[config.mk]
export PLATFORM = sky130hd
export DESIGN_NAME = periph_bus
export DESIGN_NICKNAME = d
export VERILOG_FILES = /design/src/rtl/periph_bus_pkg.sv /design/src/rtl/periph_bus_timer_core.sv /design/src/rtl/periph_bus.sv
export SDC_FILE = /design/constraint.sdc
export NUM_CORES = 1
export LEC_CHECK = 0
export ABC_CLOCK_PERIOD_IN_PS = 6300
export BUFFER_PORTS_ARGS = -buffer_cell sky130_fd_sc_hd__buf_2
export CAP_MARGIN = 5
export CORE_MARGIN = 5
export CORE_UTILIZATION = 40
export CTS_BUF_LIST = sky130_fd_sc_hd__clkbuf_4
export DETAILED_ROUTE_END_ITERATION = 12
export PLACE_DENSITY = 0.59
export REMOVE_ABC_BUFFERS = 1
export SLEW_MARGIN = 0
export SYNTH_ARGS = -nofsm -noshare
export SYNTH_HDL_FRONTEND = slang
export SYNTH_SLANG_ARGS = --single-unit
[constraint.sdc]
create_clock -name clk -period 6.3 [get_ports clk]
set_input_delay 0.63 -clock clk [delete_from_list [all_inputs] [get_ports clk]]
set_output_delay 0.63 -clock clk [all_outputs]
set_load 0.1 [all_outputs]
[src/rtl/periph_bus_pkg.sv]
// Shared definitions for the peripheral bus slave.
// Contents: register byte offsets, TCON bit indices, default base address, register-select
// enum and the address decode helper used by the top level.
package periph_bus_pkg;

  // Register byte offsets from the peripheral base address
  localparam logic [7:0] TH_OFF      = 8'h00;
  localparam logic [7:0] TL_OFF      = 8'h04;
  localparam logic [7:0] TCON_OFF    = 8'h08;
  localparam logic [7:0] LED_OFF     = 8'h0C;
  localparam logic [7:0] SWITCH_OFF  = 8'h10;
  localparam logic [7:0] SYSTICK_OFF = 8'h14;

  // TCON bit indices
  localparam int unsigned TCON_EN = 0;  // count enable
  localparam int unsigned TCON_IE = 1;  // interrupt enable
  localparam int unsigned TCON_IS = 2;  // interrupt status

  localparam logic [31:0] BASE_DEFAULT = 32'h4000_0000;

  typedef enum logic [2:0] {
    SelNone,
    SelTh,
    SelTl,
    SelTcon,
    SelLed,
    SelSwitch,
    SelSystick
  } reg_sel_e;

  // Word-granular decode: addr[1:0] is ignored, addr[31:2] is compared in full. Any address
  // outside the block yields an offset that matches no case item.
  function automatic reg_sel_e decode_addr(input logic [31:0] addr, input logic [31:0] base);
    logic [31:0] off;
    reg_sel_e    sel;
    off = {addr[31:2], 2'b00} - {base[31:2], 2'b00};
    case (off)
      {24'h0, TH_OFF}:      sel = SelTh;
      {24'h0, TL_OFF}:      sel = SelTl;
      {24'h0, TCON_OFF}:    sel = SelTcon;
      {24'h0, LED_OFF}:     sel = SelLed;
      {24'h0, SWITCH_OFF}:  sel = SelSwitch;
      {24'h0, SYSTICK_OFF}: sel = SelSystick;
      default:              sel = SelNone;
    endcase
    return sel;
  endfunction

endpackage

[src/rtl/periph_bus_timer_core.sv]
// Reloading timer with interrupt status.
// Ports:
//   clk, reset        system clock, synchronous active-high reset
//   i_wr_th/tl/tcon   decoded write strobes for TH, TL, TCON
//   i_wdata           store data
//   o_th, o_tl        reload and count registers
//   o_tcon            {irq status, irq enable, count enable}
// While enabled TL counts up; on TL == all-ones it reloads from TH and, if enabled, sets the
// interrupt status. Bus writes to TL beat the counter; a TCON write cannot clear a status bit
// being set in the same cycle.
module periph_bus_timer_core
  import periph_bus_pkg::*;
(
  input  logic        clk,
  input  logic        reset,
  input  logic        i_wr_th,
  input  logic        i_wr_tl,
  input  logic        i_wr_tcon,
  input  logic [31:0] i_wdata,
  output logic [31:0] o_th,
  output logic [31:0] o_tl,
  output logic [2:0]  o_tcon
);

  logic [31:0] r_th;
  logic [31:0] r_tl;
  logic [2:0]  r_tcon;
  logic        w_ovf;
  logic        w_irq_set;

  assign w_ovf     = r_tcon[TCON_EN] && (r_tl == 32'hFFFF_FFFF);
  assign w_irq_set = w_ovf && r_tcon[TCON_IE];

  always_ff @(posedge clk) begin
    if (reset) begin
      r_th   <= '0;
      r_tl   <= '0;
      r_tcon <= '0;
    end else begin
      if (i_wr_th) begin
        r_th <= i_wdata;
      end
      // Reload uses the pre-edge TH, so a simultaneous TH write only affects the next reload
      if (i_wr_tl) begin
        r_tl <= i_wdata;
      end else if (r_tcon[TCON_EN]) begin
        r_tl <= w_ovf ? r_th : r_tl + 32'd1;
      end
      if (i_wr_tcon) begin
        r_tcon <= {i_wdata[TCON_IS] | w_irq_set, i_wdata[TCON_IE], i_wdata[TCON_EN]};
      end else if (w_irq_set) begin
        r_tcon[TCON_IS] <= 1'b1;
      end
    end
  end

  assign o_th   = r_th;
  assign o_tl   = r_tl;
  assign o_tcon = r_tcon;

endmodule

[src/rtl/periph_bus.sv]
// Memory-mapped peripheral slave sitting after the ALU (ALU result = load/store address).
// Ports:
//   clk, reset   system clock, synchronous active-high reset
//   rd, wr       MEM-stage load/store strobes
//   addr, wdata  byte address and store data
//   rdata        combinational read data (0 when rd is low or address unmapped)
//   led          LED register
//   switch       asynchronous switch pins, two-flop synchronised
//   irqout       registered timer interrupt status (TCON[2])
// Map (from BASE): 0x00 TH, 0x04 TL, 0x08 TCON, 0x0C LED, 0x10 SWITCH ro, 0x14 SYSTICK ro.
module periph_bus
  import periph_bus_pkg::*;
#(
  parameter int unsigned LED_W = 8,
  parameter int unsigned SW_W  = 8,
  parameter logic [31:0] BASE  = BASE_DEFAULT
) (
  input  logic             clk,
  input  logic             reset,
  input  logic             rd,
  input  logic             wr,
  input  logic [31:0]      addr,
  input  logic [31:0]      wdata,
  output logic [31:0]      rdata,
  output logic [LED_W-1:0] led,
  input  logic [SW_W-1:0]  switch,
  output logic             irqout
);

  reg_sel_e         w_sel;
  logic             w_wr_th;
  logic             w_wr_tl;
  logic             w_wr_tcon;
  logic [31:0]      w_th;
  logic [31:0]      w_tl;
  logic [2:0]       w_tcon;
  logic [31:0]      w_led_ext;
  logic [31:0]      w_sw_ext;
  logic [LED_W-1:0] r_led;
  logic [SW_W-1:0]  r_sw_meta;
  logic [SW_W-1:0]  r_sw_sync;
  logic [31:0]      r_systick;

  assign w_sel     = decode_addr(addr, BASE);
  assign w_wr_th   = wr && (w_sel == SelTh);
  assign w_wr_tl   = wr && (w_sel == SelTl);
  assign w_wr_tcon = wr && (w_sel == SelTcon);

  periph_bus_timer_core u_timer (
    .clk       (clk),
    .reset     (reset),
    .i_wr_th   (w_wr_th),
    .i_wr_tl   (w_wr_tl),
    .i_wr_tcon (w_wr_tcon),
    .i_wdata   (wdata),
    .o_th      (w_th),
    .o_tl      (w_tl),
    .o_tcon    (w_tcon)
  );

  always_ff @(posedge clk) begin
    if (reset) begin
      r_led     <= '0;
      r_sw_meta <= '0;
      r_sw_sync <= '0;
      r_systick <= '0;
    end else begin
      if (wr && (w_sel == SelLed)) begin
        r_led <= wdata[LED_W-1:0];
      end
      r_sw_meta <= switch;
      r_sw_sync <= r_sw_meta;
      r_systick <= r_systick + 32'd1;
    end
  end

  always_comb begin
    w_led_ext              = '0;
    w_led_ext[LED_W-1:0]   = r_led;
    w_sw_ext               = '0;
    w_sw_ext[SW_W-1:0]     = r_sw_sync;
    rdata                  = '0;
    if (rd) begin
      case (w_sel)
        SelTh:      rdata = w_th;
        SelTl:      rdata = w_tl;
        SelTcon:    rdata = {29'd0, w_tcon};
        SelLed:     rdata = w_led_ext;
        SelSwitch:  rdata = w_sw_ext;
        SelSystick: rdata = r_systick;
        default:    rdata = '0;
      endcase
    end
  end

  assign led    = r_led;
  assign irqout = w_tcon[TCON_IS];

endmodule

==> results.py <==
metrics = {
    "finish": {
        "fin_util_pct": 46.1,
        "finalNetCount": 982,
        "final_cell_area_um2": 7610,
        "regArea_um2": 2460,
        "drive_above_1_share_pct": 19.2,
        "area_growth_pct": 13.6,
        "multi_input_area_um2": 3910,
        "nFillCells": 1665,
    },
    "hold_path": {
        "hp-class": "primary input to flip-flop",
    },
    "status": {
        "status": "completed",
    },
    "synth": {
        "yosys-top-cells-count": "162 x nor2_1, 123 x dfxtp_1, 68 x mux2i_1",
        "synth_flop_cell": "dfxtp_1",
        "yosysSeqAreaShare_pct": 36.8,
        "synth_compound_area_share_pct": 13.9,
        "synth-xor-area-share_pct": 5.10,
        "synth_mux_area_share_pct": 11.0,
        "synth_most_common_cell": "nor2_1",
        "ys_ff_latch": 123,
        "yosys_warnings": 0,
        "synthAdderAreaFrac_pct": 0.374,
        "yosys.area_share.simple_pct": 27.7,
        "ys_top_cells_by_area": "dfxtp_1 37%, mux2i_1 10%, nor2_1 9.1%, a21oi_1 3.4%, xor2_1 3.3%",
        "synth_edf_count": 0,
        "synth_top_family_by_area": "simple AND/OR/NAND/NOR gates",
        "synth_area_um2": 6700,
        "synth-async-reset-ratio_pct": 0,
        "synth_cell_type_count": 69,
        "syn_inst": 814,
        "yosysTopAreaCellShare_pct": 36.8,
        "syn_area_per_cell_um2": 8.23,
        "post-synth-top-area-cell": "dfxtp_1",
    },
    "clock_tree": {
        "cts_hold_buf": 0,
        "cts_root_buf": "clkbuf_4",
        "clock_latency_ns": 0.56,
        "cts_setup_buffers": 0,
        "cts_buffers": 17,
        "clock-sinks": 123,
        "clock_path_buffers": 2,
        "cts.repair.resized": 0,
        "h-tree-depth": 4,
        "cts_tree": "done",
        "clk_pin_slew_ns": 0.11,
    },
    "timing": {
        "setup_tns_ns": 0,
        "rsz0062_at_grt": "false",
        "max_slew_margin_pct": 39.9,
        "period_needed_ns": 4.14,
        "drv_slew": 0,
        "worst_clock_skew_ns": 0.0123,
        "finalCritPeriodShare_pct": 65.7,
        "fmax_ghz": 0.242,
        "tightest_slew_ns": 0.898,
        "setup_viol": 0,
        "hold_ws_ns": 0.269,
        "hold_viol": 0,
    },
    "pwr": {
        "leakagePower_nw": 2.71,
        "power_mw": 1.40,
        "vdd_drop_max_mv": 0.0874,
        "p_per_area_nw_per_um2": 184,
    },
    "placed_design": {
        "placed_cell_area_um2": 7340,
        "port_buffers": 114,
        "gp_congestion": 0.840,
        "dpl.hpwl_um": 13500,
    },
    "grt": {
        "grt_pass1_wl_um": 30500,
        "grt_max_degree": 68,
        "track_usage_pct": 19.3,
        "grt_overflow": 0,
        "grt_pass1_vias": 5855,
        "antenna_found_initial": 1,
    },
    "route": {
        "routed_wl_um": 18800,
        "wl_per_cell_um": 16.5,
        "viasPerCell": 5.41,
        "dr_wl_met3_um": 1070,
        "firstDrtPassIters": 5,
        "top_layer": "met4",
        "ant_nets": 0,
        "vias": 6156,
        "wl_met1_um": 9130,
        "wl_met2_um": 8370,
        "initialDrtViolationCount": 512,
        "drc_errors": 0,
    },
    "setup_path": {
        "worstPathArrival_ns": 3.51,
        "cp-start-kind": "primary input",
        "required_ns": 5.67,
        "end_kind": "primary output",
        "critPathKind": "primary input to primary output",
        "critPathMaxFanout": 15,
    },
    "die": {
        "dieHeight_um": 139,
        "num_rows": 47,
        "start_util_pct": 40.5,
        "die_area_um2": 19400,
        "die_x_um": 139,
        "io_pins": 117,
        "core_um2": 16500,
    },
    "job": {
        "maxCapViolCount": 0,
    },
}
## path summary, 6_finish.rpt
| path | startpoint | end | slack, ns | depth (start not counted) |
|---|---|---|---|---|
| hold / removal | switch[6] | r_sw_meta[6]$_SDFF_PP0_ | 0.27 | 2 |
| setup reg to reg | u_timer.o_tl[0]$_SDFFE_PP0P_ | u_timer.o_tl[11]$_SDFFE_PP0P_ | 3.26 | 8 |
| setup / recovery | addr[7] | rdata[22] | 2.16 | 9 |
| hold reg to reg | r_sw_meta[5]$_SDFF_PP0_ | r_sw_sync[5]$_SDFF_PP0_ | 0.45 | 1 |
## cell type report
| cell class | instances | area share (%) |
|---|---|---|
| clock inverters | 13 | 1.66 |
| diodes | 1 | 0.0329 |
| clock buffers | 19 | 1.87 |
| inverters | 13 | 0.641 |
| well taps | 220 | 3.62 |
| repair buffers | 124 | 8.52 |
| flip-flops and latches | 123 | 32.4 |
| multi-input cells | 625 | 51.3 |
## state kept, by name, summed over array words and instances, names as in the netlist
name / cells
led: 8
r_sw_meta: 8
u_timer.o_tl: 32
r_systick: 32
u_timer.o_tcon: 3
r_sw_sync: 8
u_timer.o_th: 32
## metal layers
layer	track usage, %	up-vias
met3	4.49	17
li1	-	3099
met2	29.8	160
met4	5.66	0
met5	0	-
met1	27.1	2880
## stage by stage
stage,worst slack [ns],std cells
2_1_floorplan,0.547,761
3_3_place_gp,2.18,1105
3_5_place_dp,2.14,1105
4_1_cts,2.11,1137
5_1_grt,1.97,1138
6_report,2.16,1138
## cells by family after synthesis
group,Yosys count
mux,73
buf+inv,66
compound gates,134
simple gates,377
xor+xnor,39
flops,123
fa+ha+maj,2
## cells in the final DEF (no fill, tap or decap), types with 5 or more instances in the layout
| cell type | Yosys | layout |
|---|---|---|
| a311oi_1 | 7 | 7 |
| xor2_1 | 25 | 25 |
| nor3b_1 | 6 | 5 |
| nand3_1 | 27 | 27 |
| or3_1 | 6 | 6 |
| o22a_1 | 5 | 5 |
| o21ai_0 | 14 | 14 |
| and4_1 | 9 | 9 |
| mux2_2 | 5 | 5 |
| buf_4 | 1 | 11 |
| a21oi_1 | 46 | 46 |
| nor2b_1 | 22 | 22 |
| nor3_1 | 13 | 13 |
| buf_2 | 4 | 113 |
| o211ai_1 | 7 | 7 |
| nor4_1 | 11 | 10 |
| inv_1 | 13 | 13 |
| a222oi_1 | 8 | 8 |
| nand2_1 | 52 | 52 |
| clkbuf_4 | 0 | 19 |
| a22oi_1 | 13 | 13 |
| dfxtp_1 | 123 | 123 |
| xnor2_1 | 14 | 14 |
| mux2i_1 | 68 | 68 |
| nand4_1 | 28 | 28 |
| nor2_1 | 162 | 162 |
| and3_1 | 12 | 12 |
## critical path: stages
cell and delay, ns:
buf_2 0.10, nor4b_1 0.35, nand4_1 0.30, nor2_1 0.43, and2_0 0.73, buf_4 0.30, a22oi_1 0.11, nor2_1 0.13
buf_2 0.43
## power by group
group	internal [mW]	leakage, nW	switching, mW	total (mW)
Clock	0.239	0.140	0.310	0.548
Combinational	0.0287	1.58	0.0377	0.0665
Sequential	0.784	0.995	0.00443	0.789
Total	1.05	2.71	0.352	1.40
Power figures use the tool's default switching activity.
